`src/rtl/aes_128_pkg.sv`:
```
// ---------------------------------------------------------------------------
// aes_128_pkg
// Shared definitions for the AES-128 key RAM writer and its companion reader
// (aes_128_keyram_control): key-set geometry and the writer FSM encoding.
// ---------------------------------------------------------------------------
package aes_128_pkg;

    // Round keys per AES-128 key schedule (rounds 0..10).
    localparam int DEF_NUM_ROUND_KEYS = 11;
    // Each 128-bit round key occupies two 64-bit RAM words.
    localparam int DEF_LENGTH_KEY_SET = 2 * DEF_NUM_ROUND_KEYS;

    localparam int RK_CNT_W   = 4;
    localparam int WR_ADDR_W  = 5;
    localparam int RAM_DATA_W = 64;
    localparam int RK_DATA_W  = 128;

    typedef enum logic [2:0] {
        ST_IDLE   = 3'd0,
        ST_ACCEPT = 3'd1,
        ST_WR_LO  = 3'd2,
        ST_WR_HI  = 3'd3,
        ST_DONE   = 3'd4
    } kw_state_e;

endpackage

```
`src/rtl/aes_128_keyram_writer.sv`:
```
// ---------------------------------------------------------------------------
// aes_128_keyram_writer
// Takes 128-bit round keys from the key expansion engine (round 0 first) and
// writes each as two 64-bit words into the key RAM, low half at the even
// address then high half at the odd address. A full set of NUM_ROUND_KEYS keys
// fills addresses 0..LENGTH_KEY_SET-1, after which key_ready pulses once.
//
// Ports:
//   clk        : clock, all state on rising edge
//   kill_n     : synchronous active-low reset
//   key_start  : one-cycle request to begin a new key set (ignored while busy)
//   rk_valid   : rk_data holds a valid round key
//   rk_data    : 128-bit round key
//   rk_ready   : writer accepts rk_data this cycle (ACCEPT state only)
//   en_wr      : key RAM write strobe
//   wr_addr    : key RAM word address (0 when en_wr is low)
//   ram_in     : key RAM write data   (0 when en_wr is low)
//   key_ready  : one-cycle pulse once the whole set is written
//   busy       : high in every state except IDLE
// ---------------------------------------------------------------------------
module aes_128_keyram_writer
    import aes_128_pkg::*;
#(
    parameter int LENGTH_KEY_SET = DEF_LENGTH_KEY_SET,
    parameter int NUM_ROUND_KEYS = DEF_NUM_ROUND_KEYS
) (
    input  logic                  clk,
    input  logic                  kill_n,
    input  logic                  key_start,
    input  logic                  rk_valid,
    input  logic [RK_DATA_W-1:0]  rk_data,
    output logic                  rk_ready,
    output logic                  en_wr,
    output logic [WR_ADDR_W-1:0]  wr_addr,
    output logic [RAM_DATA_W-1:0] ram_in,
    output logic                  key_ready,
    output logic                  busy
);

    // The reader pairs words 2k/2k+1, so the set length must be exactly two
    // words per round key.
    if (LENGTH_KEY_SET != 2 * NUM_ROUND_KEYS) begin : g_bad_geometry
        $error("LENGTH_KEY_SET must equal 2*NUM_ROUND_KEYS");
    end

    localparam logic [RK_CNT_W-1:0] RK_LAST = RK_CNT_W'(NUM_ROUND_KEYS - 1);

    kw_state_e             state_q,  state_d;
    logic [RK_CNT_W-1:0]   rk_cnt_q, rk_cnt_d;
    logic [RK_DATA_W-1:0]  hold_q,   hold_d;

    always_ff @(posedge clk) begin
        if (!kill_n) begin
            state_q  <= ST_IDLE;
            rk_cnt_q <= '0;
            hold_q   <= '0;
        end else begin
            state_q  <= state_d;
            rk_cnt_q <= rk_cnt_d;
            hold_q   <= hold_d;
        end
    end

    // Outputs are decoded from state only, so nothing on the input side can
    // reach the RAM port combinationally.
    always_comb begin
        state_d   = state_q;
        rk_cnt_d  = rk_cnt_q;
        hold_d    = hold_q;
        rk_ready  = 1'b0;
        en_wr     = 1'b0;
        wr_addr   = '0;
        ram_in    = '0;
        key_ready = 1'b0;
        busy      = 1'b1;

        case (state_q)
            ST_IDLE: begin
                busy = 1'b0;
                // rk_valid is deliberately not looked at here; a key offered
                // alongside key_start is taken on the next cycle in ACCEPT.
                if (key_start) begin
                    state_d  = ST_ACCEPT;
                    rk_cnt_d = '0;
                    hold_d   = '0;
                end
            end

            ST_ACCEPT: begin
                rk_ready = 1'b1;
                if (rk_valid) begin
                    hold_d  = rk_data;
                    state_d = ST_WR_LO;
                end
            end

            ST_WR_LO: begin
                en_wr   = 1'b1;
                wr_addr = {rk_cnt_q, 1'b0};
                ram_in  = hold_q[63:0];
                state_d = ST_WR_HI;
            end

            ST_WR_HI: begin
                en_wr   = 1'b1;
                wr_addr = {rk_cnt_q, 1'b1};
                ram_in  = hold_q[127:64];
                if (rk_cnt_q == RK_LAST) begin
                    state_d = ST_DONE;
                end else begin
                    state_d  = ST_ACCEPT;
                    rk_cnt_d = rk_cnt_q + 1'b1;
                end
            end

            ST_DONE: begin
                key_ready = 1'b1;
                rk_cnt_d  = '0;
                state_d   = ST_IDLE;
            end

            default: begin
                state_d = ST_IDLE;
            end
        endcase
    end

endmodule

```
`config.mk`:
```
export PLATFORM = sky130hd
export DESIGN_NAME = aes_128_keyram_writer
export DESIGN_NICKNAME = d
export VERILOG_FILES = /design/src/rtl/aes_128_pkg.sv /design/src/rtl/aes_128_keyram_writer.sv
export SDC_FILE = /design/constraint.sdc
export NUM_CORES = 1
export LEC_CHECK = 0
export CAP_MARGIN = 20
export CORE_ASPECT_RATIO = 1.4
export CORE_UTILIZATION = 49
export DETAILED_ROUTE_END_ITERATION = 12
export PLACE_DENSITY_LB_ADDON = 0.08
export SLEW_MARGIN = 10
export SYNTH_ARGS = -nofsm -noshare
export SYNTH_HDL_FRONTEND = slang
export SYNTH_SLANG_ARGS = --single-unit
```
`constraint.sdc`:
```
create_clock -name clk -period 3.55 [get_ports clk]
set_clock_uncertainty 0.05 [all_clocks]
set_input_delay 0.355 -clock clk [delete_from_list [all_inputs] [get_ports clk]]
set_output_delay 0.355 -clock clk [all_outputs]
set_load 0.02 [all_outputs]
```
==> Word-level counts from Yosys, hierarchy flattened <==
Index checks and enable logic that the tools add are counted.
{ "word_totals": {"regBits": 135, "input_bits": 132, "output_inout_bits": 73, "wordCells": 35} }
{ "classes": {"addsub": 1, "eq_ne": 8, "muxes": 16, "reduce_logical": 7} }
{ "ops": {"columns": ["cell", "n"], "rows": [
  ["$mux 128", 2],
  ["$pmux 128 s2", 1],
  ["$pmux 64 s2", 1],
  ["$pmux 3 s4", 1],
  ["$pmux 4 s3", 1],
  ["$pmux 5 s2", 1],
  ["$mux 3", 3],
  ["$mux 4", 2],
  ["$eq 3x2->1 const B", 2],
  ["$ne 2x2->1 const B", 3],
  ["$reduce_and 3->1", 2],
  ["$add 4x1->4 const B", 1],
  ["$eq 4x4->1 const B", 1],
  ["$mux 1", 4],
  ["$eq 3x1->1 const B", 1],
  ["$eq 3x3->1 const B", 1],
  ["$logic_not 3->1", 1],
  ["$reduce_bool 3->1", 1],
  ["$reduce_and 2->1", 1],
  ["$reduce_bool 2->1", 1],
  ["$reduce_or 2->1", 1]
]} }

==> Longest topological paths before layout <==
Gate-level depths: netlist (run 1).
{ "logic_depth": {"depth_word": 3, "ltp_mapped": 6, "ltp_nobuf": 5} }

==> Worst setup path before layout (run 1) <==
OpenSTA, ideal clock, no wires.
{ "synth_path": {"path_type": "reg-to-output", "from": "register state_q[2]", "to": "output ram_in[0]", "arrival_time_ns": 1.367, "t_required_ns": 3.145, "slack_ns": 1.778, "stages_incl_launch_ff": 5, "path_cell_list": "dfxtp_1 nand3b_4 inv_2 clkbuf_1 a22o_1"} }
{ "synth_via": {"elab_chain_len": 2, "word_cells_on_any_way": 3, "classes_between": "2 x eq/ne; 1 x mux"} }
{ "synth_lines": {"columns": ["item", "line", "rtl"], "rows": [
  ["start, declared", "aes_128_keyram_writer.sv:48", "kw_state_e state_q, state_d;"],
  ["start signal, assigned", "aes_128_keyram_writer.sv:58", "state_q <= state_d;"],
  ["$eq 3x2->1", "aes_128_keyram_writer.sv:77", "case (state_q)"],
  ["$pmux 64 s2 *", "aes_128_keyram_writer.sv:77", null],
  ["end, declared", "aes_128_keyram_writer.sv:35", "output logic [RAM_DATA_W-1:0] ram_in,"]
]} }
Mark *: on every way between the ends. The rest lies on a longest branch, timed or not.

==> Final worst setup path (run 1) <==
{ "layout_path": {"from": "register state_q[1]", "to": "output ram_in[56]"} }
Same word-level chain as after synthesis.

==> results of run 1 <==
-- routing by layer --
layer  share of wire [%]  vias up  track usage [%]
li1                    -     2799                -
met4                 4.1        0             15.3
met2                  51      241             47.7
met5                   0        -                0
met3                 6.1       40             6.83
met1                  39     2730             32.8
-- cell families (layout without fill, tap and decap cells) --
family / after synthesis / in the layout
AOI/OAI and AO/OA: 328 / 328
and+or+nand+nor: 159 / 159
DFF: 135 / 135
adders and majority gates: 2 / 2
other: 0 / 3
buffers and inverters: 76 / 249
muxes: 3 / 3
-- cells in the mapped netlist (2+ instances only) --
library cell,instances
buf_4,13
dfxtp_1,135
nand2_1,133
o22ai_1,2
buf_2,22
nor2b_1,2
clkbuf_1,17
ha_1,2
mux2i_1,3
inv_1,3
clkbuf_2,2
a21oi_1,129
and2_1,4
a22o_1,64
or3_1,3
buf_6,18
nand3_1,3
nor2_1,4
o21ai_0,101
o21ai_1,27
o221ai_1,2
-- worst min-delay path: stages, from the launching register on --
cell	delay, ns
dfxtp_1	0.30
o21ai_0	0.06
a21oi_1	0.06
-- power breakdown --
| part | switching, mW | internal, mW |
|---|---|---|
| sequential | 0.0374 | 1.57 |
| combinational | 0.227 | 0.213 |
| clock | 0.638 | 1.52 |
-- worst paths after layout --
kind	startpoint	end	slack, ns	depth (start not counted)
hold / removal	hold_q[36]$_SDFFE_PN0P_	hold_q[36]$_SDFFE_PN0P_	0.42	2
hold reg to reg	hold_q[36]$_SDFFE_PN0P_	hold_q[36]$_SDFFE_PN0P_	0.42	2
setup reg to reg	state_q[0]$_SDFFE_PN0P_	hold_q[71]$_SDFFE_PN0P_	1.38	4
setup / recovery	state_q[1]$_SDFFE_PN0P_	ram_in[56]	0.29	5
-- final cells by class --
type / count / area [µm²] / share of cell area (%)
Clock buffer: 20 / 467 / 5.51
Inverter: 4 / 17.5 / 0.207
Timing Repair Buffer: 213 / 2160 / 25.5
Tap cell: 144 / 180 / 2.13
Multi-Input combinational cell: 492 / 2660 / 31.4
Sequential cell: 135 / 2700 / 31.9
Clock inverter: 12 / 269 / 3.18
Antenna cell: 3 / 7.51 / 0.0887
-- through the flow --
step | setup WS (ns) | power, mW | cells | util [%]
after floorplan | 1.78 | 1.87 | 703 | -
after global placement | 0.752 | 2.06 | 987 | 67.2
after detailed placement | 0.699 | 2.07 | 987 | 67.2
after CTS | 0.246 | 4.22 | 1019 | 73.7
after global routing | 0.0962 | 4.33 | 1023 | 73.9
final | 0.288 | 4.20 | 1023 | 73.9
-- sequential cells by signal, summed over array words and instances (netlist names) --
signal and cells:
rk_cnt_q 4, hold_q 128, state_q 3
==> reports/qor.txt, run 1 <==
DP Area: 0.00770 mm²
Commonest non-fill, non-tap cell in the layout: clkdlybuf4s50_1
Synthesized flop and latch total: 135
Via count: 5810
Cell chain of the critical path: nor2b_4 -> nor2b_4 -> buf_4 -> a22o_1 -> clkdlybuf4s50_1
Total die area: 0.0124 mm²
Post-synthesis adder-cell area fraction: 0.429%
Setup Viol. Count Final: 0
Gr usage total: 28.5%
Synth area leaders: dfxtp_1 (46%), a21oi_1 (11%), a22o_1 (9.6%)
Core area: 0.0115 mm²
CTS tree: done
Worst Path Max Fanout: 27
Global-route wire length before repair: 27700 µm
Async SR Flop Fraction: 0%
Vert. Die Dim: 131 µm
Global route total overflow: 0
Initial antenna violation count: 3
Post-route ant nets: 0
Max IR drop VDD: 0.367 mV
Simple-gate share of the synthesized area: 11.7%
Worst hold path type: flip-flop to flip-flop
RSZ-0062 raised after global routing: false
Synth top area share: 46.3%
DRC: 0
Vias in the first global route: 5631
Clk_lat worst skew: 0.40 ns
Cell row count: 46
Crit-path max cell delay: 0.61 ns
DRT iter0 DRCs: 413
Layout cells sized above 1: 5.71%
Post-synth EDFFs: 0
Yosys warns: 0
Crit path DAT: 2.86 ns
Vias per std cell: 5.68
Pre-antenna DRT Iters: 5
Worst-path clk slew: 0.05 ns
Sequential area share after synthesis: 46.3%
WL final: 17700 µm
Final Wtd Congestion: 0.895
Post-CTS resize count: 0
Critical path data required time: 3.14 ns
Hpwl dp: 11400 µm
Actual slew at the worst max-slew pin: 0.741 ns
Post CTS Setup Buffer Count: 0
Avg WL per Cell: 17.3 µm
Leak: 2.94 nW
Filler cell count: 888
Final Max Slew Viols: 0
Fin nets: 997
Final hold vios: 0
Yosys cell types: 35
Top_reg_cell synth: dfxtp_1
Die Wd: 94.2 µm
Tmin final: 3.26 ns
Syn_nets: 837
Final worst-path cycle share: 91.9%
Root Buffer: clkbuf_16
Synth Instances: 703
Initial Utilization: 51.0%
PD cells: 497 mW/mm²
Commonest cells after routing, fill and taps aside: clkdlybuf4s50_1 (204), dfxtp_1 (135), nand2_1 (133)
TritonCTS buffer count: 17
CP most frequent cell: nor2b_4
Max_slew headroom: 50.6%
Post-synthesis xor/xnor area fraction: 0%
Worst hold slack: 0.423 ns
Crit path max-delay family: buffers and inverters
# IOs: 205
Slowest cell on the critical path: clkdlybuf4s50_1
Post-synthesis area per instance: 8.30 µm²
Post-CTS Hold Fix Bufs: 0
Bufs on Longest Clock Path: 2
Area Growth Syn to Fin: 45.0%
Compound-gate portion of the synthesized area: 32.5%
Largest family of logic cells by synthesized area: compound AO/OA/AOI/OAI gates
Finished Cell Area: 0.00846 mm²
CP Launch Type: flip-flop
CP bufs+invs: 2
Multiplexer share of the synthesized area: 0.514%
Clk sink count: 135
Status: finished, final reports clean
Largest net degree at the start of global routing: 129
Synth area leader: dfxtp_1
MaxCap Viol Count: 0
H-tree depth: 4
Critical path class: flip-flop to primary output
Fmax: 307 MHz
Syn Std Cell Area: 0.00584 mm²
PortBufs: 204
Setup TNS Final: 0 ns
Crit end category: primary output
Note: power is estimated with default switching activity, not from simulation.
==> run 2: changes to the inputs <==
Settings changed: CORE_UTILIZATION 49 to 41, MAX_ROUTING_LAYER set to met4.
Clock period 3.55 ns to 2.85 ns, I/O delays scaled along.
==> run 2 against run 1 <==
Clock power is 5% higher. Final cell count increased by 4.2%. Via count is 0.46% higher. Cell area increased by 1.0%. Global-route usage down 3.6 points. First-iteration DRC count decreased by 15%. Utilization down 12 points. Critical path depth stayed put. Critical endpoint is now ram_in[8].
==> reports/qor.txt, run 2 (synthesis results as in run 1) <==
Status: finished, final reports clean
Global route total overflow: 0
Dpl cells: 1034
PD cells: 566 mW/mm²
Commonest non-fill, non-tap cell in the layout: clkdlybuf4s50_1
Hpwl dp: 11800 µm
Setup Viol. Count Final: 0
RSZ-0062 raised after global routing: false
Tmin final: 2.76 ns
Worst hold path type: input port to flip-flop
Total die area: 0.0147 mm²
Setup TNS Final: 0 ns
PortBufs: 204
Vias in the first global route: 5730
Via count: 5837
Initial antenna violation count: 0
Max IR drop VDD: 0.388 mV
Final Wtd Congestion: 0.851
Area Growth Syn to Fin: 46.5%
Clock share of power: 46.4%
Top Registers: hold_q: 128 flops, rk_cnt_q: 4 flops, state_q: 3 flops
H-tree depth: 4
Root Buffer: clkbuf_16
Cell row count: 51
Final Max Slew Viols: 0
Design internal power: 3.70 mW
CP Launch Type: flip-flop
# IOs: 205
Critical path class: flip-flop to primary output
Reg power frac: 41.3%
Worst Path Max Fanout: 35
Initial Utilization: 42.0%
RR Startpoint: state_q[0]$_SDFFE_PN0P_
CTS tree: done
Layout cells sized above 1: 6.36%
Final Core Density: 61.5%
Global-route wire length before repair: 27600 µm
Crit end category: primary output
Max reg flops: 128
Largest Register: hold_q
Post-route ant nets: 0
Clk_lat worst skew: 0.41 ns
Fin nets: 1003
MaxCap Viol Count: 0
Final worst-path cycle share: 96.8%
Clk sink count: 135
Bufs on Longest Clock Path: 2
Combinational power share: 12.4%
Post CTS Setup Buffer Count: 0
Final cell count without fillers: 1066
Largest net degree at the start of global routing: 68
Actual slew at the worst max-slew pin: 0.660 ns
DRT iter0 DRCs: 351
Core area: 0.0139 mm²
Leak: 2.95 nW
Fmax: 362 MHz
Vert. Die Dim: 143 µm
WL final: 18100 µm
Die Wd: 103 µm
Hold_sp: rk_data[58]
TritonCTS buffer count: 17
Switching Power: 1.14 mW
Worst-path clk slew: 0.06 ns
Critical path data required time: 2.52 ns
Avg WL per Cell: 17.0 µm
Gr usage total: 24.9%
Crit path DAT: 2.42 ns
Pre-antenna DRT Iters: 5
Ant. Diodes: 0
Critical Path Start: state_q[2]$_SDFFE_PN0P_
Commonest cells after routing, fill and taps aside: clkdlybuf4s50_1 (204), dfxtp_1 (134), nand2_1 (133)
DRC: 0
Max_slew headroom: 55.0%
Vias per std cell: 5.48
Net Sw Frac: 23.6%
Final hold vios: 0
==> run 2: cell type report <==
cell class              count  area (µm²)
repair buffers            219        2320
clock inverters            11         148
fillers                  1286        5360
well taps                 185         231
flip-flops and latches    135        2700
inverters                   4        17.5
clock buffers              20         467
multi-input cells         492        2660
==> run 2: routing by layer <==
metal | wire, µm | GRT usage (%) | vias up
li1 | - | - | 2812
met1 | 7210 | 28.3 | 2804
met2 | 9610 | 43.0 | 194
met3 | 939 | 4.85 | 27
met4 | 374 | 8.52 | 0
met5 | 0 | - | -
==> run 2: critical path, stage by stage (launching register included) <==
cell             delay [ns]
dfxtp_1                0.39
nand3b_4               0.23
inv_2                  0.29
buf_12                 0.26
a22o_1                 0.21
clkdlybuf4s50_1        0.62
==> run 2: timing repair <==
item,4_1_cts,5_1_grt
resized for setup,1,0
pin swaps,0,0
endpoints found under the setup margin,30,4
hold buffers,0,0
cloned,0,1
==> run 2: path summary, 6_finish.rpt <==
| check | end | slack, ns | cells past startpoint |
|---|---|---|---|
| min reg2reg | hold_q[127]$_SDFFE_PN0P_ | 0.43 | 2 |
| min | hold_q[58]$_SDFFE_PN0P_ | 0.37 | 3 |
| max reg2reg | hold_q[40]$_SDFFE_PN0P_ | 0.96 | 5 |
| max | ram_in[8] | 0.09 | 5 |
==> run 2: through the flow <==
stage | setup WS, ns | hold slack (ns) | power [mW] | cell area, µm²
2_1_floorplan | 1.15 | 0.371 | 2.33 | 5840
3_3_place_gp | 0.441 | 0.410 | 2.62 | 7910
3_5_place_dp | 0.394 | 0.418 | 2.63 | 7910
4_1_cts | 0.0742 | 0.356 | 4.87 | 8530
5_1_grt | 0.00513 | 0.369 | 5.02 | 8550
6_report | 0.0903 | 0.370 | 4.84 | 8550
==> run 2: power by group through the flow <==
| stage | Clock [mW] | Sequential [mW] | Combinational (mW) |
|---|---|---|---|
| after floorplan | 0 | 2.02 | 0.312 |
| after global placement | 0 | 2.03 | 0.583 |
| after detailed placement | 0 | 2.04 | 0.590 |
| after CTS | 2.28 | 2.00 | 0.593 |
| after global routing | 2.36 | 2.00 | 0.648 |
| final | 2.25 | 2.00 | 0.599 |
